`src/rtl/axi_i2c_pkg.sv`:
```
// Shared types and constants for the AXI-to-I2C write master.
package axi_i2c_pkg;

    typedef enum logic [3:0] {
        IDLE,
        START,
        ADDR,
        ADDR_ACK,
        REG,
        REG_ACK,
        DATA,
        DATA_ACK,
        STOP,
        RESP
    } i2c_wr_state_t;

    localparam logic [1:0] RESP_OKAY   = 2'b00;
    localparam logic [1:0] RESP_SLVERR = 2'b10;

    localparam logic I2C_WRITE = 1'b0;

    localparam int DEV_LSB = 0;
    localparam int REG_LSB = 8;

endpackage

```
`src/rtl/axi_i2c_write_master_if.sv`:
```
// Command/response handshake plus open-drain I2C pin controls for the write master.
interface axi_i2c_write_master_if #(
    parameter int ADDR_WIDTH  = 32,
    parameter int WDATA_WIDTH = 32
);
    logic                   CMD_VALID;
    logic                   CMD_READY;
    logic [ADDR_WIDTH-1:0]  CMD_ADDR;
    logic [WDATA_WIDTH-1:0] CMD_DATA;
    logic                   RSP_VALID;
    logic                   RSP_READY;
    logic [1:0]             RSP_CODE;
    logic                   SCL_OE;
    logic                   SDA_OE;
    logic                   SDA_I;
    logic                   BUSY;

    // master: the I2C write engine; slave: the upstream AXI slave and the bus side
    modport master (
        input  CMD_VALID, CMD_ADDR, CMD_DATA, RSP_READY, SDA_I,
        output CMD_READY, RSP_VALID, RSP_CODE, SCL_OE, SDA_OE, BUSY
    );

    modport slave (
        output CMD_VALID, CMD_ADDR, CMD_DATA, RSP_READY, SDA_I,
        input  CMD_READY, RSP_VALID, RSP_CODE, SCL_OE, SDA_OE, BUSY
    );

endinterface

```
`src/rtl/i2c_phase_timer.sv`:
```
// Divides a slot into four phases of CLK_DIV cycles; restarts on start, holds when not running.
module i2c_phase_timer #(
    parameter int CLK_DIV = 125
) (
    input  logic       clk,
    input  logic       rst,
    input  logic       start,
    input  logic       run,
    output logic [1:0] phase,
    output logic       phase_end,
    output logic       slot_end
);
    localparam int DIV_W = (CLK_DIV > 1) ? $clog2(CLK_DIV) : 1;
    localparam logic [DIV_W-1:0] DIV_MAX = DIV_W'(CLK_DIV - 1);

    logic [DIV_W-1:0] div_cnt;

    always_ff @(posedge clk or posedge rst) begin
        if (rst) begin
            div_cnt <= '0;
            phase   <= '0;
        end else if (start) begin
            div_cnt <= '0;
            phase   <= '0;
        end else if (run) begin
            if (div_cnt == DIV_MAX) begin
                div_cnt <= '0;
                phase   <= phase + 2'd1;
            end else begin
                div_cnt <= div_cnt + DIV_W'(1);
            end
        end
    end

    assign phase_end = (div_cnt == DIV_MAX);
    assign slot_end  = phase_end && (phase == 2'd3);

endmodule

```
`src/rtl/axi_i2c_write_master.sv`:
```
// Serialises one captured AXI write as an I2C write frame and returns an AXI-coded status.
module axi_i2c_write_master
    import axi_i2c_pkg::*;
#(
    parameter int ADDR_WIDTH  = 32,
    parameter int WDATA_WIDTH = 32,
    parameter int DATA_BYTES  = 4,
    parameter int CLK_DIV     = 125
) (
    input  logic                   ACLK,
    input  logic                   ARESET,
    axi_i2c_write_master_if.master bus
);
    localparam int DATA_W    = (DATA_BYTES * 8 <= WDATA_WIDTH) ? DATA_BYTES * 8 : WDATA_WIDTH;
    localparam int ADDR_KEEP = (ADDR_WIDTH < 16) ? ADDR_WIDTH : 16;
    localparam int BC_W      = (DATA_BYTES > 1) ? $clog2(DATA_BYTES) : 1;
    localparam logic [BC_W-1:0] BYTE_MAX = BC_W'(DATA_BYTES - 1);

    i2c_wr_state_t    state;
    logic [15:0]      addr_lat;
    logic [DATA_W-1:0] data_lat;
    logic [2:0]       bit_cnt;
    logic [BC_W-1:0]  byte_cnt;
    logic             nack;
    logic             cmd_ready;
    logic             rsp_valid;
    logic [1:0]       rsp_code;
    logic             scl_oe;
    logic             sda_oe;

    logic             accept;
    logic             running;
    logic [1:0]       phase;
    logic             phase_end;
    logic             slot_end;
    logic [7:0]       tx_byte;
    logic             tx_bit;
    logic             scl_next;
    logic             sda_next;

    assign accept  = (state == IDLE) && cmd_ready && bus.CMD_VALID;
    assign running = (state != IDLE) && (state != RESP);

    i2c_phase_timer #(.CLK_DIV(CLK_DIV)) u_timer (
        .clk      (ACLK),
        .rst      (ARESET),
        .start    (accept),
        .run      (running),
        .phase    (phase),
        .phase_end(phase_end),
        .slot_end (slot_end)
    );

    always_comb begin
        tx_byte = {addr_lat[DEV_LSB +: 7], I2C_WRITE};
        case (state)
            REG:     tx_byte = addr_lat[REG_LSB +: 8];
            DATA:    tx_byte = data_lat[{byte_cnt, 3'b000} +: 8];
            default: ;
        endcase
        tx_bit = tx_byte[~bit_cnt];
    end

    // Pin levels for the current phase; registered below, so the bus trails the FSM by one cycle.
    always_comb begin
        scl_next = 1'b0;
        sda_next = 1'b0;
        case (state)
            START: sda_next = phase[1];
            ADDR, REG, DATA: begin
                scl_next = ~phase[1];
                sda_next = ~tx_bit;
            end
            ADDR_ACK, REG_ACK, DATA_ACK: scl_next = ~phase[1];
            STOP: begin
                scl_next = (phase == 2'd0);
                sda_next = ~phase[1];
            end
            default: ;
        endcase
    end

    always_ff @(posedge ACLK or posedge ARESET) begin
        if (ARESET) begin
            state     <= IDLE;
            addr_lat  <= '0;
            data_lat  <= '0;
            bit_cnt   <= '0;
            byte_cnt  <= '0;
            nack      <= 1'b0;
            cmd_ready <= 1'b0;
            rsp_valid <= 1'b0;
            rsp_code  <= RESP_OKAY;
            scl_oe    <= 1'b0;
            sda_oe    <= 1'b0;
        end else begin
            scl_oe <= scl_next;
            sda_oe <= sda_next;
            case (state)
                IDLE: begin
                    cmd_ready <= 1'b1;
                    if (accept) begin
                        state     <= START;
                        cmd_ready <= 1'b0;
                        nack      <= 1'b0;
                        addr_lat  <= 16'(bus.CMD_ADDR[ADDR_KEEP-1:0]);
                        data_lat  <= bus.CMD_DATA[DATA_W-1:0];
                        bit_cnt   <= '0;
                        byte_cnt  <= BYTE_MAX;
                    end
                end
                START: if (slot_end) state <= ADDR;
                ADDR, REG, DATA: begin
                    if (slot_end) begin
                        bit_cnt <= bit_cnt + 3'd1;
                        if (bit_cnt == 3'd7) begin
                            state <= (state == ADDR) ? ADDR_ACK :
                                     (state == REG)  ? REG_ACK  : DATA_ACK;
                        end
                    end
                end
                ADDR_ACK, REG_ACK, DATA_ACK: begin
                    // The slave's ACK is taken at the end of P2, well inside SCL high.
                    if (phase_end && (phase == 2'd2) && bus.SDA_I) nack <= 1'b1;
                    if (slot_end) begin
                        if (nack) begin
                            state <= STOP;
                        end else if (state == ADDR_ACK) begin
                            state <= REG;
                        end else if (state == REG_ACK) begin
                            state <= DATA;
                        end else if (byte_cnt == '0) begin
                            state <= STOP;
                        end else begin
                            byte_cnt <= byte_cnt - BC_W'(1);
                            state    <= DATA;
                        end
                    end
                end
                STOP: if (slot_end) state <= RESP;
                RESP: begin
                    if (!rsp_valid) begin
                        rsp_valid <= 1'b1;
                        rsp_code  <= nack ? RESP_SLVERR : RESP_OKAY;
                    end else if (bus.RSP_READY) begin
                        rsp_valid <= 1'b0;
                        cmd_ready <= 1'b1;
                        state     <= IDLE;
                    end
                end
                default: state <= IDLE;
            endcase
        end
    end

    assign bus.CMD_READY = cmd_ready;
    assign bus.RSP_VALID = rsp_valid;
    assign bus.RSP_CODE  = rsp_code;
    assign bus.SCL_OE    = scl_oe;
    assign bus.SDA_OE    = sda_oe;
    assign bus.BUSY      = (state != IDLE);

endmodule

```
`src/flat_wrapper.sv`:
```
// flat-port wrapper written by rule: the top's interface ports become plain ports
module axi_i2c_write_master_flat import axi_i2c_pkg::*;
#(
    parameter int ADDR_WIDTH  = 32,
    parameter int WDATA_WIDTH = 32,
    parameter int DATA_BYTES  = 4,
    parameter int CLK_DIV     = 125
)
  (ACLK, ARESET, bus_CMD_VALID, bus_CMD_ADDR, bus_CMD_DATA, bus_RSP_READY, bus_SDA_I, bus_CMD_READY, bus_RSP_VALID, bus_RSP_CODE, bus_SCL_OE, bus_SDA_OE, bus_BUSY);
  axi_i2c_write_master_if #(.ADDR_WIDTH(ADDR_WIDTH), .WDATA_WIDTH(WDATA_WIDTH)) bus_i ();
  input  logic ACLK;
  input  logic ARESET;
  input wire logic [$bits(bus_i.CMD_VALID)-1:0] bus_CMD_VALID;
  input wire logic [$bits(bus_i.CMD_ADDR)-1:0] bus_CMD_ADDR;
  input wire logic [$bits(bus_i.CMD_DATA)-1:0] bus_CMD_DATA;
  input wire logic [$bits(bus_i.RSP_READY)-1:0] bus_RSP_READY;
  input wire logic [$bits(bus_i.SDA_I)-1:0] bus_SDA_I;
  output wire logic [$bits(bus_i.CMD_READY)-1:0] bus_CMD_READY;
  output wire logic [$bits(bus_i.RSP_VALID)-1:0] bus_RSP_VALID;
  output wire logic [$bits(bus_i.RSP_CODE)-1:0] bus_RSP_CODE;
  output wire logic [$bits(bus_i.SCL_OE)-1:0] bus_SCL_OE;
  output wire logic [$bits(bus_i.SDA_OE)-1:0] bus_SDA_OE;
  output wire logic [$bits(bus_i.BUSY)-1:0] bus_BUSY;
  assign bus_i.CMD_VALID = bus_CMD_VALID;
  assign bus_i.CMD_ADDR = bus_CMD_ADDR;
  assign bus_i.CMD_DATA = bus_CMD_DATA;
  assign bus_i.RSP_READY = bus_RSP_READY;
  assign bus_i.SDA_I = bus_SDA_I;
  assign bus_CMD_READY = bus_i.CMD_READY;
  assign bus_RSP_VALID = bus_i.RSP_VALID;
  assign bus_RSP_CODE = bus_i.RSP_CODE;
  assign bus_SCL_OE = bus_i.SCL_OE;
  assign bus_SDA_OE = bus_i.SDA_OE;
  assign bus_BUSY = bus_i.BUSY;
  axi_i2c_write_master #(.ADDR_WIDTH(ADDR_WIDTH), .WDATA_WIDTH(WDATA_WIDTH), .DATA_BYTES(DATA_BYTES), .CLK_DIV(CLK_DIV)) u_core (.ACLK(ACLK), .ARESET(ARESET), .bus(bus_i));
endmodule
```
`config.mk`:
```
export PLATFORM = sky130hd
export DESIGN_NAME = axi_i2c_write_master_flat
export DESIGN_NICKNAME = d
export VERILOG_FILES = /design/src/rtl/axi_i2c_pkg.sv /design/src/rtl/axi_i2c_write_master_if.sv /design/src/rtl/i2c_phase_timer.sv /design/src/rtl/axi_i2c_write_master.sv /design/src/flat_wrapper.sv
export SDC_FILE = /design/constraint.sdc
export NUM_CORES = 1
export LEC_CHECK = 0
export CAP_MARGIN = 5
export CORE_MARGIN = 1.5
export CORE_UTILIZATION = 25
export CTS_CLUSTER_SIZE = 30
export DETAILED_ROUTE_END_ITERATION = 12
export SLEW_MARGIN = 10
export SYNTH_ARGS = -nofsm -noshare
export SYNTH_HDL_FRONTEND = slang
export SYNTH_SLANG_ARGS = --single-unit
```
`constraint.sdc`:
```
create_clock -name ACLK -period 5.2 [get_ports ACLK]
set_clock_uncertainty 0.05 [all_clocks]
set_input_delay 0.52 -clock ACLK [delete_from_list [all_inputs] [get_ports ACLK]]
set_output_delay 0.52 -clock ACLK [all_outputs]
set_load 0.01 [all_outputs]
```
==> metrics.txt, run 1 <==
post-layout util=33.35%; Post-Syn Area=about 3600 sq um; fin cells=~640; sequential share of power=38.9%; DP Worst Slack=roughly 2.7 ns; final instance area=around 4700 sq um; Synthesized Nets=~480; hold buffers post-CTS=0; Power Internal=1.657 mW; fin nets=approximately 530; cts repair resizes=0; Startpoint Class=flop; switching pwr=around 0.9 mW; clock root buffer master=clkbuf_16; WS Path Type=flop to primary output; DRC viols=0; ANT cells=0; register area share after synthesis=about 49%; first-pass GRT wire length=approximately 14000 um; # IOs=76; total vias in the final route=a little under 3000; Mean Syn Cell Area=8.879 sq um; Main synth FF type=dfrtp_1; Die Y=between 100 and 150 um; max-cap viol count=0; outcome=finished clean; final number of hold-violating endpoints=0; Final setup viols=0; Post-synth EDFFs=0; fin crit share=between 50% and 60%; GRT Overall Usage=between 10% and 20%; DP Area=4319 sq um; row cnt=43; #FFs+latches synth=71; ANT nets after route=0; met3 usage=approximately 2.4%; largest net degree at the start of global routing=52; post-DP HPWL=between 5000 and 6000 um; Logic pwr share=33.2%; die area=around 15000 sq um; post-synth cell types=between 50 and 60; Post CTS Setup Buffer Count=0; busiest grt layer=met2; drt total wl=roughly 8400 um; grt met1 use=around 16%; Reg clk slew, reported paths=~0.06 ns; Lkg Pwr=roughly 2.2 nW; Critical Path RT=between 4 and 5 ns; Clock Power Share=between 20 and 30%; Mapped Cells=~410; setup tns final=0 ns; Num CTS Buffers=9; Max clock buf depth=2; FMAX=0.3742 GHz; crit path max fanout=23; die width=around 120 um; routed vias/inst=4.571; VDD IR max=0.2116 mV; PwrDens=around 550 nW/um^2; Worst-Skew Late Latency=between 0.3 and 0.4 ns; vias in the first global route=just under 3000; Cells on Worst Hold Path=2; Worst setup EP type=primary output; core area=13990 sq um; initial antenna violation count=0; drt wl/cell=around 13 um; Power Total=about 2.6 mW; Sw Ratio=a little over a third; Rel. slew slack=51.69%; GP Congestion=roughly 0.84; TritonCTS clock tree=yes; minimum clock period=about 2.7 ns; crit path DAT=between 2 and 2.5 ns; initial drt markers=between 100 and 150; HP Class=flop to flop; met2 Use GR=between 10% and 20%; r2r worst-path depth=6; Async S/R FF share, synth=100.0%; RSZ-0062 raised after global routing=no; Area Overhead vs Synth=29.43%; synth warn=0; Least-Margin Pin Slew=~0.72 ns; Placed Instances=623; H-tree depth=3; fill count=1461; count of final max-slew check failures=0; Worst Hold Slack=0.4233 ns; Final WS setup=2.528 ns; clock sink total=71; GRT overflow=0; first drt pass iteration count=4; layout cell share with drive strength beyond 1=a little over 8%; Port Buf Inserts=57; starting density of the core=25.77%
## sequential cells by signal, summed over array words and instances (netlist names)
register / cells
u_core.nack: 1
u_core.bus.SCL_OE: 1
u_core.bus.RSP_CODE: 1
u_core.u_timer.div_cnt: 7
u_core.bus.RSP_VALID: 1
u_core.u_timer.phase: 2
u_core.bus.SDA_OE: 1
u_core.addr_lat: 15
u_core.state: 4
u_core.bus.CMD_READY: 1
u_core.bit_cnt: 3
u_core.data_lat: 32
u_core.byte_cnt: 2
## layout make-up
cell class | count | area [sq um] | area share [%]
sequential | 71 | 1777 | 38.08
multi-input combinational | 300 | 1679 | 35.99
timing repair buffer | 60 | 593.1 | 12.71
clock buffer | 12 | 256.5 | 5.497
tap | 180 | 225.2 | 4.827
clock inverter | 3 | 90.09 | 1.931
inverter | 12 | 45.04 | 0.9654
## worst paths after layout
| check | from | to | slack [ns] |
|---|---|---|---|
| max | u_core.state[1]$_DFFE_PP0P_ | bus_BUSY | 2.53 |
| min | u_core.data_lat[31]$_DFFE_PP0P_ | u_core.data_lat[31]$_DFFE_PP0P_ | 0.42 |
| max reg2reg | u_core.byte_cnt[0]$_DFFE_PP0P_ | u_core.byte_cnt[1]$_DFFE_PP0P_ | 2.74 |
| min reg2reg | u_core.data_lat[31]$_DFFE_PP0P_ | u_core.data_lat[31]$_DFFE_PP0P_ | 0.42 |
| max in group asynchronous | ARESET | u_core.bit_cnt[1]$_DFFE_PP0P_ | 3.58 |
| min in group asynchronous | ARESET | u_core.data_lat[16]$_DFFE_PP0P_ | 0.54 |
## logic make-up (layout without fill, tap and decap cells)
family	count (synthesis)	count (layout)	synth area share [%]
adders and majority gates	8	8	2.777
buffers and inverters	35	87	4.338
other	1	1	0.1040
AOI/OAI and AO/OA	58	58	10.80
muxes	16	16	7.011
DFF	71	71	49.29
xor gates and xnor gates	1	1	0.2430
and+or+nand+nor	216	216	25.44
## placed cells by master (no fill, tap or decap), types with 2 or more instances in the layout
master / synthesis / routed
o221ai_1: 3 / 3
a21o_1: 2 / 2
o32a_1: 2 / 2
dfrtp_1: 71 / 71
bufinv_16: 0 / 3
or3b_1: 2 / 2
clkbuf_8: 0 / 2
mux4_2: 7 / 7
a21oi_1: 13 / 13
nor3b_1: 2 / 2
o32ai_1: 2 / 2
nand3_1: 5 / 5
o31ai_1: 2 / 2
a211oi_1: 2 / 2
nor2_1: 18 / 17
or2_2: 2 / 2
nand2_1: 163 / 163
clkbuf_16: 0 / 9
nand2b_1: 3 / 3
mux2_2: 3 / 3
buf_4: 1 / 3
mux2i_1: 5 / 5
clkdlybuf4s50_1: 0 / 57
inv_1: 12 / 11
o21ai_0: 13 / 13
ha_1: 8 / 8
nor3_1: 6 / 6
nor2_4: 1 / 2
and3_1: 4 / 4
a31oi_1: 5 / 5
nand4_1: 2 / 2
## metal layers
layer  share of wire, %  wire length (um)  vias up
met1                 48              4052     1379
met4                1.7               146        0
li1                   -                 -     1467
met2                 46              3911       57
met5                  0                 0        -
met3                3.8               317       13
## critical path: stages, from the launching register on
cell and delay (ns):
dfrtp_1 0.64, nor2_2 0.43, nand2_1 0.17, clkdlybuf4s50_1 0.52
## synthesized netlist by cell type, types with 2 or more instances
library cell	number	area, sq um
inv_1	12	45.04
buf_2	5	25.02
ha_1	8	100.1
clkbuf_1	14	52.55
or2_2	2	12.51
o21ai_0	13	65.06
nor3b_1	2	15.01
a21o_1	2	15.01
a211oi_1	2	15.01
dfrtp_1	71	1777
nand2_1	163	611.8
nand4_1	2	12.51
mux2_2	3	33.78
o31ai_1	2	15.01
buf_6	2	22.52
nor3_1	6	30.03
a31oi_1	5	31.28
o221ai_1	3	26.28
o32ai_1	2	17.52
o32a_1	2	20.02
mux4_2	7	157.7
mux2i_1	5	50.05
nand3_1	5	25.02
nand2b_1	3	18.77
a21oi_1	13	65.06
nor2_1	18	67.56
and3_1	4	25.02
or3b_1	2	17.52
## power by group through the flow
stage	sequential [mW]	clock [mW]	combinational, mW
2_1_floorplan	0.894	0	0.702
3_3_place_gp	0.994	0	0.843
3_5_place_dp	1.00	0	0.857
4_1_cts	0.996	0.725	0.861
5_1_grt	1.04	0.746	0.970
6_report	0.994	0.710	0.848
(Power assumes the default switching activity.)
==> inputs of run 2 (changes only) <==
==> constraint.sdc (replaced) <==
create_clock -name ACLK -period 2.5 [get_ports ACLK]
set_clock_uncertainty 0.05 [all_clocks]
set_input_delay 0.25 -clock ACLK [delete_from_list [all_inputs] [get_ports ACLK]]
set_output_delay 0.25 -clock ACLK [all_outputs]
set_load 0.01 [all_outputs]
==> run 2 against run 1 <==
Effect of this change:
- critical path depth increased by 5
- total power up 110%
- sequential share of layout area decreased by 0.60 points
- clock power grew 92%
- register-to-register slack got worse by 2.5 ns
- flip-flop and latch count stayed put
- die area unchanged
- critical path type is now flop to flop
- critical endpoint is now u_core.byte_cnt[1]$_DFFE_PP0P_
- largest cell class unchanged
- largest power group is now combinational logic
- highest routed layer unchanged
==> metrics.txt, run 2 (synthesis gave the netlist of run 1 again) <==
VDD IR max=0.3935 mV; die area=~15000 sq um; Reg clk slew, reported paths=~0.050 ns; family with the most delay on the worst path=simple AND/OR/NAND/NOR gates; cts repair resizes=0; max FFs per register=32; clock sink total=71; hold buffers post-CTS=0; layout cell share with drive strength beyond 1=between 10% and 20%; critical path's most frequent cell=nand2_1; Lkg Pwr=between 2 and 2.5 nW; starting density of the core=~26%; Top Registers=u_core.data_lat: 32 flops, u_core.addr_lat: 15 flops, u_core.u_timer.div_cnt: 7 flops; setup tns final=0 ns; RSZ-0062 raised after global routing=no; CP max-delay cell=or4_1; first drt pass iteration count=5; Worst setup EP type=flop; HP Class=input port to async pin; vias in the first global route=between 3000 and 4000; met3 usage=about 2.0%; WS Path Type=flop to flop; ANT nets after route=0; count of final max-slew check failures=0; outcome=finished clean; Max clock buf depth=2; row cnt=between 40 and 50; # IOs=76; routed vias/inst=around 4.6; GRT Overall Usage=12.67%; post-DP HPWL=6298 um; most common cell after layout, fill and taps aside=nand2_1; GRT overflow=0; largest net degree at the start of global routing=between 70 and 80; busiest grt layer=met2; clock root buffer master=clkbuf_16; FMAX=about 0.44 GHz; die width=~120 um; fin cells=roughly 650; Final setup viols=0; TritonCTS clock tree=yes; most frequent cells in the layout=nand2_1 (163), dfrtp_1 (71), clkdlybuf4s50_1 (57), nor2_1 (17); Startpoint Class=flop; drt wl/cell=about 13 um; Critical Path RT=2.66 ns; Worst Path Buf+Inv=1; grt met1 use=16.73%; ANT cells=0; H-tree depth=3; crit path max fanout=6; PwrDens=approximately 1100 nW/um^2; minimum clock period=around 2.3 ns; Die Y=~120 um; Worst-Skew Late Latency=0.33 ns; initial drt markers=between 150 and 200; Max stage delay on crit path=between 0.5 and 0.6 ns; Placed Instances=around 630; max-cap viol count=0; DRC viols=0; Port Buf Inserts=57; met2 Use GR=around 20%; fin crit share=around nine tenths; Power Total=5.347 mW; fin nets=542; core area=between 10000 and 15000 sq um; GP Congestion=0.8658; crit path DAT=approximately 2.5 ns; final number of hold-violating endpoints=0; crit-path cells=inv_1 -> ha_1 -> nand2_1 -> nor2_4 -> nand2_1 -> or4_1 -> a21oi_2 -> mux2_1; Num CTS Buffers=9; drt total wl=8696 um; total vias in the final route=~3000; Area Overhead vs Synth=31.52%; most flop-heavy register=u_core.data_lat; Post CTS Setup Buffer Count=0; initial antenna violation count=0; first-pass GRT wire length=between 10000 and 15000 um
==> run 2: cell type report <==
| type | instances | area, sq um |
|---|---|---|
| sequential | 71 | 1777 |
| clock inverter | 3 | 67.56 |
| tap | 180 | 225.2 |
| clock buffer | 12 | 246.5 |
| fill | 1492 | 9248 |
| inverter | 12 | 45.04 |
| multi-input combinational | 300 | 1679 |
| timing repair buffer | 71 | 700.7 |
==> run 2: worst paths after layout <==
check                                                 startpoint                              end  slack (ns)  cells after the start
setup / recovery           u_core.u_timer.div_cnt[0]$_DFFE_PP0P_   u_core.byte_cnt[1]$_DFFE_PP0P_        0.20                      8
hold / removal                                            ARESET   u_core.data_lat[8]$_DFFE_PP0P_        0.25                      3
setup reg to reg           u_core.u_timer.div_cnt[0]$_DFFE_PP0P_   u_core.byte_cnt[1]$_DFFE_PP0P_        0.20                      8
hold reg to reg                  u_core.data_lat[10]$_DFFE_PP0P_  u_core.data_lat[10]$_DFFE_PP0P_        0.42                      2
max in group asynchronous                                 ARESET   u_core.addr_lat[3]$_DFFE_PP0P_        1.84                      3
min in group ACLK                               bus_CMD_DATA[16]  u_core.data_lat[16]$_DFFE_PP0P_        0.40                      3
==> run 2: metrics by stage <==
step	utilization, %	instance area (sq um)	hold WS, ns	setup WS, ns
after floorplan	-	3605	0.3054	0.1917
after global placement	31.65	4427	0.4044	0.2766
after detailed placement	31.65	4427	0.4129	0.2206
after CTS	33.89	4741	0.2796	0.2082
after global routing	33.89	4741	0.3132	0.04684
final	33.89	4741	0.2511	0.2050
==> run 2: where the power goes <==
part           total [mW]  internal, mW  leakage [nW]  switching, mW
sequential           1.97          1.63         0.892          0.342
clock                1.36         0.895         0.149          0.460
combinational        2.02         0.905          1.17           1.12
total                5.35          3.43          2.21           1.92
==> run 2: worst min-delay path, delay by kind of cell <==
kind	cells	cell delay, ns
buffers and inverters	3	0.79
==> run 2: metal layers <==
layer / wire [um] / vias to the layer above
li1: - / 1485
met1: 4078 / 1451
met4: 211 / 0
met5: 0 / -
met3: 337 / 13
met2: 4068 / 67
==> inputs of run 3 (changes only) <==
--- a/config.mk
+++ b/config.mk
@@ -6,6 +6,7 @@
 export NUM_CORES = 1
 export LEC_CHECK = 0
 export CAP_MARGIN = 5
+export CORE_ASPECT_RATIO = 0.8
 export CORE_MARGIN = 1.5
 export CORE_UTILIZATION = 25
 export CTS_CLUSTER_SIZE = 30
==> run 3 against run 2 <==
Effect of this change:
- register-to-register slack lost 0.02 ns
- via count shrank 1.3%
- clock power is essentially flat
- combinational power shrank 2%
- utilization shrank 0.72 points
- wire length grew 1.1%
- non-clock buffer count shrank 2
- final area shrank 0.63%
- sequential power is essentially flat
- clock-buffer cell count is the same
- sequential share of layout area grew 0.24 points
- first-iteration DRC count grew 13%
- critical path type is now flop to primary output
- largest cell class unchanged
==> metrics.txt, run 3 (synthesis gave the netlist of run 1 again) <==
HP Class=input port to async pin; cts repair resizes=0; fin crit share=~94%; # IOs=76; FF-to-FF Start=u_core.u_timer.div_cnt[0]$_DFFE_PP0P_; clock sink total=between 70 and 80; die width=between 100 and 150 um; first drt pass iteration count=4; Worst setup EP type=primary output; Num CTS Buffers=9; Max clock buf depth=2; ANT nets after route=0; Die Y=~110 um; RSZ-0062 raised after global routing=no; r2r worst-path depth=8; Rel. slew slack=~60%; minimum clock period=approximately 2.4 ns; Startpoint Class=flop; first-pass GRT wire length=approximately 15000 um; Top Registers=u_core.data_lat: 32 flops, u_core.addr_lat: 15 flops, u_core.u_timer.div_cnt: 7 flops; initial drt markers=206; hold buffers post-CTS=0; post-DP HPWL=roughly 6300 um; row cnt=39; Post CTS Setup Buffer Count=0; DP Area=roughly 4400 sq um; GP Congestion=between 0.8 and 0.9; PwrDens=approximately 1100 nW/um^2; FMAX=0.4252 GHz; RR Endpoint=u_core.byte_cnt[1]$_DFFE_PP0P_; most common cell after layout, fill and taps aside=nand2_1; most flop-heavy register=u_core.data_lat; Least-Margin Pin Slew=roughly 0.58 ns; Worst-Skew Late Latency=~0.33 ns; Reg clk slew, reported paths=approximately 0.050 ns; ANT cells=0; initial antenna violation count=0; setup tns final=0 ns; fin nets=540; VDD IR max=0.4183 mV; count of final max-slew check failures=0; routed vias/inst=approximately 4.6; core area=roughly 14000 sq um; max FFs per register=32; TritonCTS clock tree=yes; starting density of the core=25.39%; DRC viols=0; crit path max fanout=17; clock root buffer master=clkbuf_16; crit path DAT=between 2 and 2.5 ns; total vias in the final route=2977; layout cell share with drive strength beyond 1=about a tenth; most frequent cells in the layout=nand2_1 (163), dfrtp_1 (71), clkdlybuf4s50_1 (57), nor2_1 (17); Lkg Pwr=roughly 2.2 nW; Port Buf Inserts=57; H-tree depth=3; largest net degree at the start of global routing=between 70 and 80; GRT Overall Usage=around an eighth; GRT overflow=0; R2R setup slack=0.18 ns; drt wl/cell=13.49 um; vias in the first global route=~3000; max-cap viol count=0; final instance area=4711 sq um; outcome=finished clean; Area Overhead vs Synth=30.68%; critical path startpoint=u_core.state[1]$_DFFE_PP0P_; Critical Path RT=between 2 and 2.5 ns; Final setup viols=0; final number of hold-violating endpoints=0; drt total wl=between 8000 and 9000 um; WS Path Type=flop to primary output; die area=approximately 15000 sq um
run 3: changes by cell type in the layout (fill, tap and decap cells not counted):
cell | before | now
clkbuf_1 | 2 | 3
clkinv_2 | 0 | 2
clkinvlp_4 | 1 | 0
clkbuf_8 | 1 | 0
buf_4 | 12 | 11
buf_12 | 2 | 1
run 3: cell type report:
cell class | instances | area (sq um)
fill | 1437 | 9489
clock inverter | 4 | 70.07
multi-input combinational | 300 | 1679
inverter | 12 | 45.04
clock buffer | 12 | 236.5
timing repair buffer | 69 | 673.1
sequential | 71 | 1777
tap | 184 | 230.2
run 3: worst max-delay path by stage:
stage / slack [ns] / depth (start not counted) / endpoint
final: 0.15 / 3 / bus_BUSY
after global routing: 0.04 / 3 / bus_BUSY
after CTS: 0.13 / 3 / bus_BUSY
after detailed placement: 0.20 / 8 / u_core.byte_cnt[1]$_DFFE_PP0P_
after global placement: 0.24 / 8 / u_core.byte_cnt[1]$_DFFE_PP0P_
after floorplan: 0.19 / 7 / u_core.byte_cnt[1]$_DFFE_PP0P_
run 3: report_power, final:
group | switching [mW] | internal (mW) | total (mW) | leakage (nW)
clock | 0.461 | 0.870 | 1.33 | 0.151
combinational | 1.12 | 0.865 | 1.98 | 1.15
sequential | 0.344 | 1.63 | 1.97 | 0.892
run 3: metal layers:
layer  vias to the layer above  global-route usage [%]  share of wire, %
li1                       1474                       -                 -
met1                      1416                   18.17                50
met2                        75                   17.99                43
met3                        12                   3.260               5.3
met4                         0                   4.421               1.5
met5                         -                       0                 0
run 3: critical path, stage by stage (launching register included):
cell and delay [ns]:
dfrtp_1 0.59, nor2_2 0.40, nand2_1 0.20, clkdlybuf4s50_1 0.53
run 3: stage by stage:
stage | util, % | power, mW | setup slack (ns) | hold slack (ns) | instances
2_1_floorplan | - | 3.321 | 0.1917 | 0.3054 | 406
6_report | 33.17 | 5.286 | 0.1484 | 0.2795 | 652
5_1_grt | 33.17 | 5.687 | 0.03814 | 0.3268 | 652
3_3_place_gp | 31.02 | 3.905 | 0.2400 | 0.4045 | 636
4_1_cts | 33.17 | 5.335 | 0.1350 | 0.2950 | 652
3_5_place_dp | 31.02 | 3.975 | 0.2026 | 0.4110 | 636
